**config.mk**
```make
export PLATFORM = sky130hd
export DESIGN_NAME = ahb_gpio_parity
export DESIGN_NICKNAME = d
export VERILOG_FILES = /design/src/rtl/ahb_gpio_pkg.sv /design/src/rtl/gpio_parity_chk.sv /design/src/rtl/ahb_gpio_parity.sv
export SDC_FILE = /design/constraint.sdc
export NUM_CORES = 1
export LEC_CHECK = 0
export CAP_MARGIN = 20
export CORE_ASPECT_RATIO = 0.75
export CORE_MARGIN = 1.5
export CORE_UTILIZATION = 43
export DETAILED_ROUTE_END_ITERATION = 10
export HOLD_SLACK_MARGIN = 0.03
export PLACE_DENSITY = 0.87
export SLEW_MARGIN = 20
export SYNTH_ARGS = -nofsm -noshare
export SYNTH_HDL_FRONTEND = slang
export SYNTH_SLANG_ARGS = --single-unit
```
**constraint.sdc**
```tcl
create_clock -name HCLK -period 3.48 [get_ports HCLK]
set_input_delay 0.522 -clock HCLK [delete_from_list [all_inputs] [get_ports HCLK]]
set_output_delay 0.522 -clock HCLK [all_outputs]
set_load 0.05 [all_outputs]
```
**src/rtl/ahb_gpio_pkg.sv**
```systemverilog
// rtl/ahb_gpio_pkg.sv - shared register offsets, HTRANS encodings and parity helper
package ahb_gpio_pkg;

    localparam logic [1:0] ADDR_DATA   = 2'd0;
    localparam logic [1:0] ADDR_DIR    = 2'd1;
    localparam logic [1:0] ADDR_STATUS = 2'd2;

    typedef enum logic [1:0] {
        HTRANS_IDLE   = 2'b00,
        HTRANS_BUSY   = 2'b01,
        HTRANS_NONSEQ = 2'b10,
        HTRANS_SEQ    = 2'b11
    } htrans_e;

    // Returns the XOR of all 17 bits against sel: a generated parity bit when
    // bit 16 is zero, and a mismatch flag when checking a full received word.
    function automatic logic parity17(input logic [16:0] data, input logic sel);
        return (^data) ^ sel;
    endfunction

endpackage

```
**src/rtl/gpio_parity_chk.sv**
```systemverilog
// rtl/gpio_parity_chk.sv - GPIOIN synchroniser with parity check and sticky flag (AHBGPIO_PARITY_EN)
module gpio_parity_chk
    import ahb_gpio_pkg::*;
(
    input  logic        clk,
    input  logic        rst_n,
    input  logic [16:0] gpio_in,
    input  logic        sel,
    input  logic        clr,
    output logic [15:0] pin_data,
    output logic        parity_err,
    output logic        sticky
);

    logic [16:0] sync1;
    logic [16:0] sync2;

    always_ff @(posedge clk or negedge rst_n) begin
        if (!rst_n) begin
            sync1 <= '0;
            sync2 <= '0;
        end else begin
            sync1 <= gpio_in;
            sync2 <= sync1;
        end
    end

    assign pin_data = sync2[15:0];

`ifdef AHBGPIO_PARITY_EN
    // A new error in the same cycle as a clear keeps the flag set.
    always_ff @(posedge clk or negedge rst_n) begin
        if (!rst_n) begin
            parity_err <= 1'b0;
            sticky     <= 1'b0;
        end else begin
            parity_err <= parity17(sync2, sel);
            sticky     <= parity_err | (sticky & ~clr);
        end
    end
`else
    assign parity_err = 1'b0;
    assign sticky     = 1'b0;

    logic unused_parity;
    assign unused_parity = ^{sync2[16], sel, clr};
`endif

endmodule

```
**src/rtl/ahb_gpio_parity.sv**
```systemverilog
// rtl/ahb_gpio_parity.sv - AHB-Lite 16-bit GPIO slave with parity lane (AHBGPIO_PARITY_EN)
module ahb_gpio_parity
    import ahb_gpio_pkg::*;
#(
    parameter logic [15:0] RESET_DIR = 16'h0000
) (
    input  logic        HCLK,
    input  logic        HRESETn,
    input  logic        HSEL,
    input  logic [31:0] HADDR,
    input  logic [1:0]  HTRANS,
    input  logic        HWRITE,
    input  logic [31:0] HWDATA,
    input  logic        HREADY,
    output logic        HREADYOUT,
    output logic [31:0] HRDATA,
    input  logic [16:0] GPIOIN,
    output logic [16:0] GPIOOUT,
    input  logic        PARITYSEL,
    output logic        PARITYERR
);

    logic        accept;
    logic        act_q;
    logic        wr_q;
    logic [1:0]  addr_q;
    logic [15:0] dout;
    logic [15:0] dir;
    logic [15:0] out_data;
    logic [15:0] pin_data;
    logic        sticky;
    logic        wr_phase;
    logic        status_clr;

    assign accept = HSEL & HREADY &
                    ((HTRANS == HTRANS_NONSEQ) | (HTRANS == HTRANS_SEQ));

    always_ff @(posedge HCLK or negedge HRESETn) begin
        if (!HRESETn) begin
            act_q  <= 1'b0;
            wr_q   <= 1'b0;
            addr_q <= 2'd0;
        end else begin
            act_q <= accept;
            if (accept) begin
                wr_q   <= HWRITE;
                addr_q <= HADDR[3:2];
            end
        end
    end

    assign wr_phase   = act_q & wr_q;
    assign status_clr = wr_phase & (addr_q == ADDR_STATUS) & HWDATA[0];

    always_ff @(posedge HCLK or negedge HRESETn) begin
        if (!HRESETn) begin
            dout <= 16'h0000;
            dir  <= RESET_DIR;
        end else if (wr_phase) begin
            if (addr_q == ADDR_DATA) dout <= HWDATA[15:0];
            if (addr_q == ADDR_DIR)  dir  <= HWDATA[15:0];
        end
    end

    gpio_parity_chk u_chk (
        .clk        (HCLK),
        .rst_n      (HRESETn),
        .gpio_in    (GPIOIN),
        .sel        (PARITYSEL),
        .clr        (status_clr),
        .pin_data   (pin_data),
        .parity_err (PARITYERR),
        .sticky     (sticky)
    );

    always_comb begin
        HRDATA = 32'h0;
        if (act_q && !wr_q) begin
            case (addr_q)
                ADDR_DATA:   HRDATA = {16'h0, pin_data};
                ADDR_DIR:    HRDATA = {16'h0, dir};
                ADDR_STATUS: HRDATA = {30'h0, PARITYERR, sticky};
                default:     HRDATA = 32'h0;
            endcase
        end
    end

    assign out_data  = dout & dir;
    assign HREADYOUT = 1'b1;

`ifdef AHBGPIO_PARITY_EN
    assign GPIOOUT = {parity17({1'b0, out_data}, PARITYSEL), out_data};
`else
    assign GPIOOUT = {1'b0, out_data};
`endif

    logic unused_bus;
    assign unused_bus = ^{HADDR[31:4], HADDR[1:0], HWDATA[31:16]};

endmodule
```
==> results.sh, run 1 <==
export IMPL_met3_usage=0.0713
export IMPL_grt_overflow_total=0
export IMPL_clk_path_buf_depth=2
export IMPL_start_kind="flip-flop"
export IMPL_yosys_area_top_type_share=0.622
export IMPL_fmax_mhz=326
export IMPL_cp_max_fo=16
export IMPL_p_leak_nw=1.64
export IMPL_syn2layout_area_growth_pct=33.0
export IMPL_antenna_found_initial=0
export IMPL_cts_clk_slew_worst_paths_ns=0.07
export IMPL_endpoint_kind="output pin"
export IMPL_reg2reg_to="dout[10]"
export IMPL_initial_core_util=0.458
export IMPL_cts_hold_buffers=0
export IMPL_rsz0062_at_grt="false"
export IMPL_worst_r2r_cell_count=4
export IMPL_slew_viol_final=0
export IMPL_rows=24
export IMPL_viasPerCell=4.50
export IMPL_syn_cell_area_um2=2740
export IMPL_wl_per_cell_um=14.6
export IMPL_layout_cells_non_filler=342
export IMPL_route_detailed_drc=0
export IMPL_synth_cells=184
export IMPL_gp_congestion=0.762
export IMPL_r2r_start="addr_q[0]"
export IMPL_vdd_ir_drop_max_mv=0.341
export IMPL_drt_iter0_drc=46
export IMPL_fin_nets=349
export IMPL_grt_pass1_vias=1564
export IMPL_die_y_um=72.1
export IMPL_clock_skew_ns=0.00684
export IMPL_htree_num_levels=3
export IMPL_die_area_um2=6860
export IMPL_grtUsageMet1=0.185
export IMPL_setup_slack_ns=0.409
export IMPL_hold_viol_final=0
export IMPL_synth_seq_cells=68
export IMPL_maxCapViolations=0
export IMPL_grt_max_degree=69
export IMPL_routed_wl_mm=5.00
export IMPL_cts_resized=0
export IMPL_post_place_ws_ns=0.752
export IMPL_critPathCapture="HRDATA[5]"
export IMPL_final_common_cell="clkdlybuf4s50_1"
export IMPL_tns_ns=0
export IMPL_die_w_um=95.1
export IMPL_drtAntennaViolNets=0
export IMPL_cts_setup_buffers=0
export IMPL_maxSlewHeadroom=0.448
export IMPL_worstPathRequired_ns=2.96
export IMPL_grt_use_met2=0.256
export IMPL_clock_sinks=68
export IMPL_yosys_area_top_type="dfrtp_1"
export IMPL_arrival_ns=2.55
export IMPL_grt_pass1_wl_mm=7.60
export IMPL_hpwl_mm=3.41
export IMPL_num_io_pins=140
export IMPL_drt_pass1_iterations=3
export IMPL_yosysWarnings=0
export IMPL_drive_gt1_frac=0.212
export IMPL_worstSetupStartpoint="addr_q[1]"
export IMPL_cts_root_buf="clkbuf_8"
export IMPL_clock_latency_ns=0.33
export IMPL_track_usage=0.157
export IMPL_antenna_diode_count=0
export IMPL_final_area_um2=3640
export IMPL_r2r_slack_ns=1.04
export IMPL_cts_inserted_buffers=9
export IMPL_seq_area_frac_synth=0.622
export IMPL_placedCellCount=327
export IMPL_place_area_um2=3420
export IMPL_p_per_area_nw_per_um2=702
export IMPL_ys_types=17
export IMPL_fin_util=0.609
export IMPL_num_vias=1538
export IMPL_syn_avg_cell_area_um2=14.9
export IMPL_setup_viol=0
export IMPL_top_usage_layer="met2"
export IMPL_nFillCells=483
export IMPL_hold_slack_ns=0.344
export IMPL_min_period_ns=3.07
export IMPL_tritoncts="yes"
export IMPL_port_buffers=71
export IMPL_core_um2=5980
export IMPL_crit_type="flip-flop to output pin"
export IMPL_layout_common_cells="clkdlybuf4s50_1 (70), dfrtp_1 (68), mux2_2 (25)"
export IMPL_status="completed"
export IMPL_timing_final_crit_share=0.883
export IMPL_worst_pin_slew_ns=0.828
export IMPL_synthTopCellsByArea="dfrtp_1 (62%), mux2_2 (10%), mux2i_1 (5.9%)"
export IMPL_hp_class="flip-flop to flip-flop"
export IMPL_power_mw=2.56
[worst min-delay path by stage]
stage | endpoint | start | slack [ns] | cells past startpoint
final | u_chk.sync2[12] | u_chk.sync1[12] | 0.34 | 0
after global routing | u_chk.sync2[0] | u_chk.sync1[0] | 0.35 | 0
after CTS | u_chk.sync2[12] | u_chk.sync1[12] | 0.35 | 0
after detailed placement | u_chk.sync2[2] | u_chk.sync1[2] | 0.33 | 0
after global placement | u_chk.sync2[6] | u_chk.sync1[6] | 0.33 | 0
after floorplan | act_q | HRESETn | 0.23 | 0
[cells in the mapped netlist (all sizes together)]
cell	count
buf	25
and2	16
dfrtp	68
nand3	1
clkbuf	1
conb	2
or3b	1
nand4b	1
inv	1
nor4bb	1
mux2	35
mux2i	16
nor2	16
[cell families (layout without fill, tap and decap cells)]
group / Yosys count / after routing / synth area share
other cells: 2 / 19 / 0.00274
flops: 68 / 68 / 0.622
simple gates: 36 / 36 / 0.0814
buf+inv: 27 / 90 / 0.0782
mux: 51 / 51 / 0.216
[routing by layer]
metal,up-vias,share of wire,routed length (um)
met5,-,0,0
met4,0,0.011,53
met3,6,0.055,276
met2,46,0.50,2500
met1,763,0.43,2160
li1,723,-,-
[final cells by class]
class | count | area, um2 | share of cell area
flip-flops and latches | 68 | 1700 | 0.467
multi-input cells | 106 | 886 | 0.243
repair buffers | 74 | 728 | 0.200
clock buffers | 11 | 151 | 0.0416
well taps | 78 | 97.6 | 0.0268
clock inverters | 4 | 72.6 | 0.0199
inverters | 1 | 3.75 | 0.00103
[sequential cells by signal, indices dropped and copies added, names as in the netlist]
signal and cells:
wr_q 1, addr_q 2, u_chk.sync1 16, act_q 1
u_chk.sync2 16, dir 16, dout 16
[worst max-delay path, cell delays in order, from the launching register on]
cell and delay, ns:
dfrtp_1 0.44, or3b_1 0.70, nor2_1 0.25, clkdlybuf4s50_1 0.83
[report_power, final]
part / internal [mW] / switching, mW
Clock: 0.437 / 0.277
Sequential: 0.963 / 0.115
Combinational: 0.354 / 0.411
Total: 1.75 / 0.803
(Power assumes the default switching activity.)
==> run 2: changes to the inputs <==
CORE_UTILIZATION = 62   (was 43)
DONT_BUFFER_PORTS = 1   (was default)
PLACE_DENSITY = 0.79   (was 0.87)
clock period = 3.5 ns   (was 3.48 ns; I/O delays follow)
==> run 2 against run 1 <==
Design area is 17% lower. Die area down 30%. Clock-buffer cell count down 1. Hold slack lost 0.30 ns. Utilization grew 12 points. Total power fell by 7.0%. Combinational power down 19%. Critical path type unchanged. Critical endpoint is now HRDATA[15].
==> results.sh, run 2 (synthesis gave the netlist of run 1 again) <==
export IMPL_p_leak_nw=1.46
export IMPL_tritoncts="yes"
export IMPL_antenna_diode_count=0
export IMPL_cp_max_fo=10
export IMPL_drtAntennaViolNets=0
export IMPL_htree_num_levels=3
export IMPL_rsz0062_at_grt="false"
export IMPL_drive_gt1_frac=0.338
export IMPL_maxSlewHeadroom=0.479
export IMPL_layout_cells_non_filler=265
export IMPL_port_buffers=0
export IMPL_rows=20
export IMPL_initial_core_util=0.659
export IMPL_gp_congestion=0.647
export IMPL_setup_viol=0
export IMPL_nFillCells=258
export IMPL_p_per_area_nw_per_um2=782
export IMPL_antenna_found_initial=0
export IMPL_placedCellCount=248
export IMPL_track_usage=0.218
export IMPL_clock_latency_ns=0.34
export IMPL_cp_common_cell="buf_4"
export IMPL_crit_slowest_cell="dfrtp_1"
export IMPL_num_vias=1383
export IMPL_vdd_ir_drop_max_mv=0.566
export IMPL_fmax_mhz=402
export IMPL_endpoint_kind="output pin"
export IMPL_crit_chain="buf_4 -> mux2i_1 -> nor2_1 -> buf_4"
export IMPL_slew_viol_final=0
export IMPL_arrival_ns=1.96
export IMPL_tns_ns=0
export IMPL_clock_sinks=68
export IMPL_cts_clk_slew_worst_paths_ns=0.08
export IMPL_num_io_pins=140
export IMPL_layout_common_cells="dfrtp_1 (68), mux2_2 (25), conb_1 (19)"
export IMPL_die_w_um=79.7
export IMPL_maxCapViolations=0
export IMPL_critical_path_max_stage_delay_ns=0.74
export IMPL_final_common_cell="dfrtp_1"
export IMPL_cts_inserted_buffers=9
export IMPL_crit_type="flip-flop to output pin"
export IMPL_grt_pass1_vias=1422
export IMPL_grt_overflow_total=0
export IMPL_hold_viol_final=0
export IMPL_viasPerCell=5.22
export IMPL_worst_pin_slew_ns=0.780
export IMPL_grt_max_degree=69
export IMPL_die_y_um=60.5
export IMPL_status="completed"
export IMPL_routed_wl_mm=4.74
export IMPL_core_um2=4150
export IMPL_route_detailed_drc=0
export IMPL_clock_skew_ns=0.0124
export IMPL_worstPathRequired_ns=2.97
export IMPL_clk_path_buf_depth=2
export IMPL_cts_root_buf="clkbuf_8"
export IMPL_drt_pass1_iterations=7
export IMPL_timing_final_crit_share=0.711
export IMPL_syn2layout_area_growth_pct=11.0
export IMPL_drt_iter0_drc=55
export IMPL_wl_per_cell_um=17.9
export IMPL_hp_class="primary input to asynchronous set/reset pin"
export IMPL_fin_nets=294
export IMPL_grt_pass1_wl_mm=7.25
export IMPL_start_kind="flip-flop"
export IMPL_die_area_um2=4830
export IMPL_min_period_ns=2.49
## run 2: cell count changes in the layout (fill, tap and decap cells not counted), sizes merged
cell           previous run  this run
buf                       4        19
clkbuf                   11        10
clkdlybuf4s50            70         0
clkinv                    1         2
clkinvlp                  1         2
## run 2: report_power, final
group          total (mW)  switching (mW)  leakage [nW]  internal, mW
clock               0.689           0.288         0.102         0.401
sequential           1.07           0.113         0.812         0.957
combinational       0.619           0.398         0.546         0.221
total                2.38           0.799          1.46          1.58
## run 2: path summary, 6_finish.rpt
path / from / end / slack (ns) / cells after the start
worst max-delay path: addr_q[0] / HRDATA[15] / 1.01 / 4
worst min-delay path: HRESETn / dout[14] / 0.05 / 1
worst max register to register: addr_q[0] / dout[5] / 1.31 / 3
worst min register to register: u_chk.sync1[8] / u_chk.sync2[8] / 0.34 / 0
max in group asynchronous: HRESETn / dir[11] / 3.17 / 1
min in group HCLK: GPIOIN[7] / u_chk.sync1[7] / 0.20 / 0
## run 2: through the flow
step	hold WS (ns)	setup slack, ns	instance area, um2	total power [mW]	util
after floorplan	0.229	1.23	2800	1.63	-
after global placement	0.230	1.30	2800	1.65	0.673
after detailed placement	0.230	1.28	2800	1.68	0.673
after CTS	0.0591	1.01	3040	2.39	0.732
after global routing	0.0649	0.906	3040	2.48	0.732
final	0.0463	1.01	3040	2.38	0.732
## run 2: what timing repair did
item | 4_1_cts | 5_1_grt
hold buffers | 1 | 0
setup buffers | 0 | 0
gates resized for setup | 0 | 0
endpoints found under the hold margin | 68 | 0
## run 2: layout make-up
type / count / area, um2 / area share
sequential: 68 / 1700 / 0.560
clock buffer: 10 / 128 / 0.0420
multi-input combinational: 106 / 886 / 0.291
timing repair buffer: 19 / 163 / 0.0535
clock inverter: 6 / 88.8 / 0.0292
tap: 55 / 68.8 / 0.0226
inverter: 1 / 3.75 / 0.00124
## run 2: critical path: cells and delay by family (launching register included)
family,cells,cell delay [ns]
flops,1,0.74
mux,1,0.23
simple gates,1,0.08
buf+inv,2,0.58
## run 2: metal layers
metal,part of all wire,vias up,global-route usage
met5,0,-,0
met1,0.39,708,0.266
met3,0.084,4,0.107
met4,0.0051,0,0.0665
li1,-,614,-
met2,0.52,57,0.351
